--- src/rtl/mips32_mem_arbiter.sv ---
// mips32_mem_arbiter: shares one single-port instruction/data memory between the
// IF stage (read-only port i) and the MEM stage (load/store port d).
// Port d has fixed priority. A starvation limit forces an i grant after a run of
// d grants made while i was waiting. One transaction is in flight at a time.
// Optional macro MEM_ARB_PERF_CNT_EN adds the i_stall_cnt and d_grant_cnt counters.
module mips32_mem_arbiter #(
    parameter int ADDR_W       = 10,
    parameter int DATA_W       = 32,
    parameter int LATENCY      = 1,
    parameter int STARVE_LIMIT = 4
) (
    input  logic              clk,
    input  logic              rst,
    input  logic              i_req,
    input  logic [ADDR_W-1:0] i_addr,
    output logic              i_ack,
    output logic [DATA_W-1:0] i_rdata,
    input  logic              d_req,
    input  logic              d_we,
    input  logic [ADDR_W-1:0] d_addr,
    input  logic [DATA_W-1:0] d_wdata,
    output logic              d_ack,
    output logic [DATA_W-1:0] d_rdata,
    output logic              mem_en,
    output logic              mem_we,
    output logic [ADDR_W-1:0] mem_addr,
    output logic [DATA_W-1:0] mem_wdata,
`ifdef MEM_ARB_PERF_CNT_EN
    output logic [31:0]       i_stall_cnt,
    output logic [31:0]       d_grant_cnt,
`endif
    input  logic [DATA_W-1:0] mem_rdata
);

    localparam int STREAK_W = (STARVE_LIMIT > 0) ? $clog2(STARVE_LIMIT + 1) : 1;
    localparam int CNT_W    = (LATENCY > 1) ? $clog2(LATENCY) : 1;
    localparam logic [STREAK_W-1:0] STREAK_MAX = STREAK_W'(STARVE_LIMIT);
    localparam logic [CNT_W-1:0]    WAIT_LAST  = CNT_W'(LATENCY - 1);

    typedef enum logic [1:0] {IDLE, ISSUE, WAIT, RESP} state_t;

    state_t              state, state_nxt;
    logic                owner_d, owner_d_nxt;
    logic                op_we, op_we_nxt;
    logic [CNT_W-1:0]    wait_cnt, wait_cnt_nxt;
    logic [STREAK_W-1:0] streak, streak_nxt;
    logic                i_ack_nxt, d_ack_nxt;
    logic [DATA_W-1:0]   i_rdata_nxt, d_rdata_nxt;
    logic                mem_en_nxt, mem_we_nxt;
    logic [ADDR_W-1:0]   mem_addr_nxt;
    logic [DATA_W-1:0]   mem_wdata_nxt;
    logic                force_i, grant_d, grant_i;

    // Arbitration: d wins unless i has been starved for STARVE_LIMIT d grants.
    always_comb begin
        force_i = (STARVE_LIMIT != 0) && i_req && (streak == STREAK_MAX);
        grant_d = d_req && !force_i;
        grant_i = i_req && !grant_d;
    end

    // Next-state and next-output logic; outputs are registered from these values.
    always_comb begin
        state_nxt     = state;
        owner_d_nxt   = owner_d;
        op_we_nxt     = op_we;
        wait_cnt_nxt  = wait_cnt;
        streak_nxt    = streak;
        i_ack_nxt     = 1'b0;
        d_ack_nxt     = 1'b0;
        i_rdata_nxt   = i_rdata;
        d_rdata_nxt   = d_rdata;
        mem_en_nxt    = 1'b0;
        mem_we_nxt    = 1'b0;
        mem_addr_nxt  = '0;
        mem_wdata_nxt = '0;
        case (state)
            IDLE: begin
                if (grant_d || grant_i) begin
                    state_nxt     = ISSUE;
                    owner_d_nxt   = grant_d;
                    op_we_nxt     = grant_d && d_we;
                    mem_en_nxt    = 1'b1;
                    mem_we_nxt    = grant_d && d_we;
                    mem_addr_nxt  = grant_d ? d_addr : i_addr;
                    mem_wdata_nxt = grant_d ? d_wdata : '0;
                    if (grant_d && i_req) begin
                        streak_nxt = (streak == STREAK_MAX) ? streak : streak + 1'b1;
                    end else begin
                        streak_nxt = '0;
                    end
                end
            end
            ISSUE: begin
                if (op_we) begin
                    state_nxt = RESP;
                    d_ack_nxt = owner_d;
                    i_ack_nxt = !owner_d;
                end else begin
                    state_nxt    = WAIT;
                    wait_cnt_nxt = '0;
                end
            end
            WAIT: begin
                if (wait_cnt == WAIT_LAST) begin
                    state_nxt = RESP;
                    if (owner_d) begin
                        d_ack_nxt   = 1'b1;
                        d_rdata_nxt = mem_rdata;
                    end else begin
                        i_ack_nxt   = 1'b1;
                        i_rdata_nxt = mem_rdata;
                    end
                end else begin
                    wait_cnt_nxt = wait_cnt + 1'b1;
                end
            end
            RESP: begin
                state_nxt = IDLE;
            end
            default: begin
                state_nxt = IDLE;
            end
        endcase
    end

    // State, latched transaction and registered outputs; reset aborts any transaction.
    always_ff @(posedge clk or posedge rst) begin
        if (rst) begin
            state     <= IDLE;
            owner_d   <= 1'b0;
            op_we     <= 1'b0;
            wait_cnt  <= '0;
            streak    <= '0;
            i_ack     <= 1'b0;
            d_ack     <= 1'b0;
            i_rdata   <= '0;
            d_rdata   <= '0;
            mem_en    <= 1'b0;
            mem_we    <= 1'b0;
            mem_addr  <= '0;
            mem_wdata <= '0;
        end else begin
            state     <= state_nxt;
            owner_d   <= owner_d_nxt;
            op_we     <= op_we_nxt;
            wait_cnt  <= wait_cnt_nxt;
            streak    <= streak_nxt;
            i_ack     <= i_ack_nxt;
            d_ack     <= d_ack_nxt;
            i_rdata   <= i_rdata_nxt;
            d_rdata   <= d_rdata_nxt;
            mem_en    <= mem_en_nxt;
            mem_we    <= mem_we_nxt;
            mem_addr  <= mem_addr_nxt;
            mem_wdata <= mem_wdata_nxt;
        end
    end

`ifdef MEM_ARB_PERF_CNT_EN
    logic i_stall;
    logic d_grant;

    // i stalls whenever it is requesting but d owns the memory or is winning IDLE.
    always_comb begin
        d_grant = (state == IDLE) && grant_d;
        i_stall = i_req && (d_grant || ((state != IDLE) && owner_d));
    end

    // Wrapping performance counters.
    always_ff @(posedge clk or posedge rst) begin
        if (rst) begin
            i_stall_cnt <= '0;
            d_grant_cnt <= '0;
        end else begin
            if (i_stall) begin
                i_stall_cnt <= i_stall_cnt + 32'd1;
            end
            if (d_grant) begin
                d_grant_cnt <= d_grant_cnt + 32'd1;
            end
        end
    end
`endif

endmodule

--- config.mk ---
export PLATFORM = sky130hd
export DESIGN_NAME = mips32_mem_arbiter
export DESIGN_NICKNAME = d
export VERILOG_FILES = /design/src/rtl/mips32_mem_arbiter.sv
export SDC_FILE = /design/constraint.sdc
export NUM_CORES = 1
export LEC_CHECK = 0
export BUFFER_PORTS_ARGS = -buffer_cell sky130_fd_sc_hd__clkbuf_2
export CORE_UTILIZATION = 46
export CTS_CLUSTER_DIAMETER = 100
export DETAILED_ROUTE_END_ITERATION = 8
export HOLD_SLACK_MARGIN = 0.05
export PLACE_DENSITY = 0.79
export SLEW_MARGIN = 10
export SYNTH_ARGS = -nofsm -noshare
export SYNTH_HDL_FRONTEND = slang
export SYNTH_SLANG_ARGS = --single-unit
--- constraint.sdc ---
create_clock -name clk -period 11.33 [get_ports clk]
set_input_delay 2.266 -clock clk [delete_from_list [all_inputs] [get_ports clk]]
set_output_delay 2.266 -clock clk [all_outputs]
set_load 0.01 [all_outputs]
==> out/results.ini, run 1 <==
[floorplanning]
die_h_um = 99.1
rows = 35
die_area_um2 = 9820
core_area_um2 = 9200
ios = 199
fp.dieW_um = 99.1
start_util = 0.472

[clock_network]
path_clk_slew_ns = 0.06
htreeDepth = 4
cts.repair.resized = 0
postCtsSetupBuffers = 0
clockBufferDepth = 2
cts_tree = done
cts_buffers = 17
clockRootBuffer = clkbuf_8
cts_hold_buffers = 0
cts.sinks = 117
insertion_delay_ns = 0.49

[pwr]
swShare = 0.314
peakVddDrop_mv = 0.115
clkPwrFrac = 0.300
power_frac_comb = 0.318
p_sw_mw = 0.535
p_seq_frac = 0.382
leakage_nw = 3.13
p_int_mw = 1.17
powerDensity_nw_per_um2 = 285

[timing]
fmax_ghz = 0.285
fin_tns_setup_ns = 0
tightest_slew_ns = 1.07
slew_violations = 0
hold_viol = 0
fin_skew_ns = 0.00879
min_period_ns = 3.50
relSlewSlack = 0.285
rsz0062_at_grt = no
setup_viol = 0
fin_crit_sh = 0.309

[setup_path]
critPathKind = input port to flip-flop
cp-end-kind = flip-flop
path_max_fanout = 36
cp-start-kind = input port
crit_required_ns = 11.75
cp_cell_sequence = clkbuf_2 > nand3_1 > and3_1 > a32o_1
max_stage_delay_ns = 0.88
cp_slowest_cell = and3_1
worstPathArrival_ns = 3.93

[detailed_routing]
detail-route-antenna-nets = 0
vias = 3066
drt_iter0_drc = 58
drt-pass1-iter-count = 4
wl_per_cell_um = 14.7
wl_mm = 9.24
viasPerCell = 4.89
drc = 0

[layout]
nets = 597
fin_util = 0.650
layout-drive-gt1-share = 0.579
area.growth.synth_to_final_pct = 37.9
multi_input_area_um2 = 1290
nFillCells = 735
diodes = 0
seqCellArea_um2 = 2930

[placed_design]
portBuffers = 198
place.gp.congestion = 0.776
place_hpwl_mm = 6.56

[synthesis]
synth.distinct_cells = 22
syn_area_per_cell_um2 = 14.6
syn_inst = 297
ys_ff_latch = 117
yosysWarnings = 0
synth_top_area_cell = dfrtp_1
yosysSeqAreaShare = 0.675
syn-num-nets = 391
synthTopCellsByArea = dfrtp_1, mux2_2, and2_1
synth_top_area_frac = 0.675
syn_area_um2 = 4340

[outcome]
status = finished clean

[global_route]
grt_pass1_wl_mm = 14.6
grtUsageTotal = 0.195
grt_pass1_vias = 3024
grt-ovfl-total = 0
grt_max_degree = 67
grt_antenna_before_repair = 0

[job]
maxCapViolCount = 0

[min_path]
hold_class = flip-flop to flip-flop

cell type report:
type	instances	area share
Sequential cell	117	0.490
Inverter	8	0.00544
Clock inverter	14	0.0253
Multi-Input combinational cell	158	0.215
Clock buffer	18	0.0715
Tap cell	111	0.0232
Timing Repair Buffer	201	0.169
cells in the mapped netlist:
| cell type | count |
|---|---|
| ha_1 | 5 |
| nand3_1 | 11 |
| mux2_2 | 64 |
| nand2_1 | 5 |
| and3_1 | 2 |
| inv_1 | 8 |
| a21o_1 | 1 |
| o22ai_1 | 1 |
| buf_6 | 4 |
| buf_2 | 7 |
| and2_1 | 34 |
| clkbuf_1 | 3 |
| a21oi_1 | 10 |
| nor2_1 | 2 |
| nand2b_1 | 1 |
| a22o_1 | 1 |
| nand4_1 | 1 |
| a32o_1 | 2 |
| dfrtp_1 | 117 |
| o21ai_1 | 1 |
| or3b_2 | 1 |
| o21ai_0 | 16 |
cell families after synthesis:
kind of cell / count (synthesis) / synth area share
compound gates: 32 / 0.0410
fa+ha+maj: 5 / 0.0144
buf+inv: 22 / 0.0280
flops: 117 / 0.675
mux: 64 / 0.166
simple gates: 57 / 0.0756
worst max-delay path: cells and delay by family:
kind	cells	cell delay [ns]
compound gates	1	0.27
simple gates	2	1.24
buf+inv	1	0.14
sequential cells by signal (all words and copies together) (netlist names):
| register | cells |
|---|---|
| d_ack | 1 |
| d_rdata | 32 |
| i_ack | 1 |
| i_rdata | 32 |
| mem_addr | 10 |
| mem_en | 1 |
| mem_wdata | 32 |
| mem_we | 1 |
| op_we | 1 |
| owner_d | 1 |
| state | 2 |
| streak | 3 |
power groups by stage:
stage          Clock (mW)  Combinational [mW]  Sequential [mW]
2_1_floorplan           0               0.262            0.726
3_3_place_gp            0               0.533            0.650
3_5_place_dp            0               0.550            0.660
4_1_cts             0.523               0.552            0.654
5_1_grt             0.544               0.592            0.673
6_report            0.512               0.542            0.653
placed cells by master, fill, tap and decap left out:
master and instances:
nor2_1 2, clkbuf_16 16, clkinvlp_4 4, and2_1 34, a21oi_1 10, nand2b_1 1, inv_1 7, dfrtp_1 117
nand2_1 5, inv_6 2, clkinv_2 3, clkinv_4 2, nand3_1 11, inv_8 1, mux2_2 64, nand4_1 1
o21ai_0 16, o22ai_1 1, a21o_1 1, clkbuf_8 2, o21ai_1 1, or3b_2 1, a32o_1 2, bufinv_16 2
ha_1 5, a22o_1 1, and3_1 2, buf_4 3, inv_4 1, clkbuf_2 198
per-layer routing:
metal / track usage / part of all wire / up-vias
met1: 0.224 / 0.40 / 1509
met2: 0.335 / 0.51 / 120
met5: 0 / 0 / -
li1: - / - / 1430
met3: 0.0731 / 0.078 / 7
met4: 0.0713 / 0.010 / 0
final timing paths:
path                            from  slack (ns)           end  cells after the start
setup / recovery               i_req        7.83     streak[1]                      4
setup reg to reg           streak[0]        9.10     streak[1]                      5
hold / removal               owner_d        0.49         i_ack                      1
hold reg to reg              owner_d        0.49         i_ack                      1
min in group asynchronous        rst        1.85  mem_wdata[1]                      2
max in group asynchronous        rst        8.22    d_rdata[3]                      3
metrics by stage:
step	hold slack, ns	instance area [um^2]	std cells	total power, mW	setup WS (ns)
after floorplan	0.447	4340	297	0.987	5.96
after global placement	0.465	5400	595	1.18	7.40
after detailed placement	0.476	5400	595	1.21	7.33
after CTS	0.496	5980	627	1.73	7.85
after global routing	0.510	5980	627	1.81	7.64
final	0.491	5980	627	1.71	7.83
(Power assumes the default switching activity.)
==> run 2: changes to the inputs <==
- clock period: 11.33 -> 3.3 ns (I/O delays scaled with it)
==> out/results.ini, run 2 (same netlist as run 1, synthesis figures left out) <==
[setup_path]
cp-start-kind = flip-flop  ; was input port
cp-end-kind = flip-flop  ; unchanged
path_max_fanout = 36  ; unchanged
worstPathArrival_ns = 2.62  ; was 3.93 ns
critPathKind = flip-flop to flip-flop  ; was input port to flip-flop
crit_required_ns = 3.72  ; was 11.75 ns

[clock_network]
cts_tree = done  ; unchanged
htreeDepth = 4  ; unchanged
clockRootBuffer = clkbuf_8  ; unchanged
cts.repair.resized = 0  ; unchanged
clockBufferDepth = 2  ; unchanged
cts_hold_buffers = 0  ; unchanged
insertion_delay_ns = 0.49  ; about the same
path_clk_slew_ns = 0.06  ; about the same
cts_buffers = 17  ; unchanged
postCtsSetupBuffers = 0  ; unchanged
cts.sinks = 117  ; unchanged

[pwr]
leakage_nw = 3.12  ; was 3.13 nW
powerDensity_nw_per_um2 = 972  ; was 285 nW/um^2
peakVddDrop_mv = 0.367  ; was 0.115 mV
p_total_mw = 5.81  ; was 1.71 mW

[global_route]
grtUsageTotal = 0.193  ; was 0.195
grt_antenna_before_repair = 0  ; unchanged
grt_max_degree = 70  ; was 67
grt-ovfl-total = 0  ; unchanged
grt_pass1_wl_mm = 14.7  ; was 14.6 mm
grt_pass1_vias = 3157  ; was 3024

[timing]
fin_skew_ns = 0.00728  ; was 0.00879 ns
fin_crit_sh = 0.665
hold_viol = 0  ; unchanged
setup_viol = 0  ; unchanged
fin_tns_setup_ns = 0  ; unchanged
slew_violations = 0  ; unchanged
rsz0062_at_grt = no  ; unchanged
tightest_slew_ns = 1.11  ; was 1.07 ns
min_period_ns = 2.19
fmax_ghz = 0.456
relSlewSlack = 0.255  ; was 0.285

[floorplanning]
die_h_um = 99.1  ; unchanged
start_util = 0.472  ; unchanged
ios = 199  ; unchanged
rows = 35  ; unchanged
core_area_um2 = 9200  ; unchanged
fp.dieW_um = 99.1  ; unchanged
die_area_um2 = 9820  ; unchanged

[layout]
nets = 598  ; was 597
top_regs = d_rdata x32, i_rdata x32, mem_wdata x32  ; unchanged
nFillCells = 710  ; was 735
diodes = 0  ; unchanged
seqCellArea_um2 = 2930  ; unchanged
layout-drive-gt1-share = 0.578  ; was 0.579
fin_util = 0.650  ; about the same
final_common_cell = clkbuf_2  ; unchanged
multi_input_area_um2 = 1290  ; unchanged
final_cell_mix = clkbuf_2, dfrtp_1, mux2_2  ; unchanged
area.growth.synth_to_final_pct = 37.7  ; was 37.9%
fin_cells = 627  ; unchanged

[detailed_routing]
drt-pass1-iter-count = 4  ; unchanged
detail-route-antenna-nets = 0  ; unchanged
drt_iter0_drc = 69  ; was 58
viasPerCell = 4.86  ; was 4.89
wl_mm = 9.04  ; was 9.24 mm
drc = 0  ; unchanged
wl_per_cell_um = 14.4  ; was 14.7 um
vias = 3049  ; was 3066

[placed_design]
portBuffers = 198  ; unchanged
dp.cells = 596  ; was 595
place_hpwl_mm = 6.37  ; was 6.56 mm
place.gp.congestion = 0.736  ; was 0.776

[job]
maxCapViolCount = 0  ; unchanged

[min_path]
hold_class = input port to asynchronous set/reset pin  ; was flip-flop to flip-flop

[outcome]
status = finished clean  ; unchanged

-- run 2: cell types whose count changed in the layout (fill, tap and decap cells not counted) --
cell,before,now
buf_4,3,4
clkbuf_1,0,1
clkinvlp_4,4,5
inv_4,1,0
inv_6,2,1
inv_8,1,0
-- run 2: final timing paths --
check | from | endpoint | slack [ns] | depth (start not counted)
max | streak[0] | streak[1] | 1.11 | 5
min | rst | mem_wdata[22] | 0.34 | 3
max reg2reg | streak[0] | streak[1] | 1.11 | 5
min reg2reg | owner_d | i_ack | 0.47 | 1
max in group asynchronous | rst | d_rdata[18] | 2.31 | 3
min in group clk | d_wdata[22] | mem_wdata[22] | 0.37 | 2
-- run 2: per-layer routing --
layer	GRT usage	wire, um	vias to the layer above
li1	-	-	1430
met1	0.224	3610	1486
met2	0.331	4690	119
met3	0.0696	635	14
met4	0.0713	99	0
met5	0	0	-
-- run 2: report_power, final --
group          switching [mW]  total (mW)  leakage [nW]  internal (mW)
Clock                   0.621        1.71         0.266           1.09
Sequential              0.251        2.24          1.46           1.99
Combinational           0.924        1.86          1.39          0.937
-- run 2: cell type report --
cell class | count | area share
Timing Repair Buffer | 202 | 0.171
Clock buffer | 19 | 0.0723
Inverter | 8 | 0.00566
Clock inverter | 12 | 0.0220
Multi-Input combinational cell | 158 | 0.216
Tap cell | 111 | 0.0233
Sequential cell | 117 | 0.490
-- run 2: through the flow --
step	instance area (um^2)	setup slack, ns	hold WS [ns]
2_1_floorplan	4340	1.21	0.447
4_1_cts	5970	1.06	0.343
5_1_grt	5970	0.846	0.345
3_5_place_dp	5410	0.919	0.477
3_3_place_gp	5410	0.994	0.461
6_report	5970	1.11	0.341
-- run 2: worst max-delay path: stages, from the launching register on --
cell     delay [ns]
dfrtp_1        0.39
inv_1          0.06
ha_1           0.23
nand3_1        0.30
and3_1         0.86
a32o_1         0.27
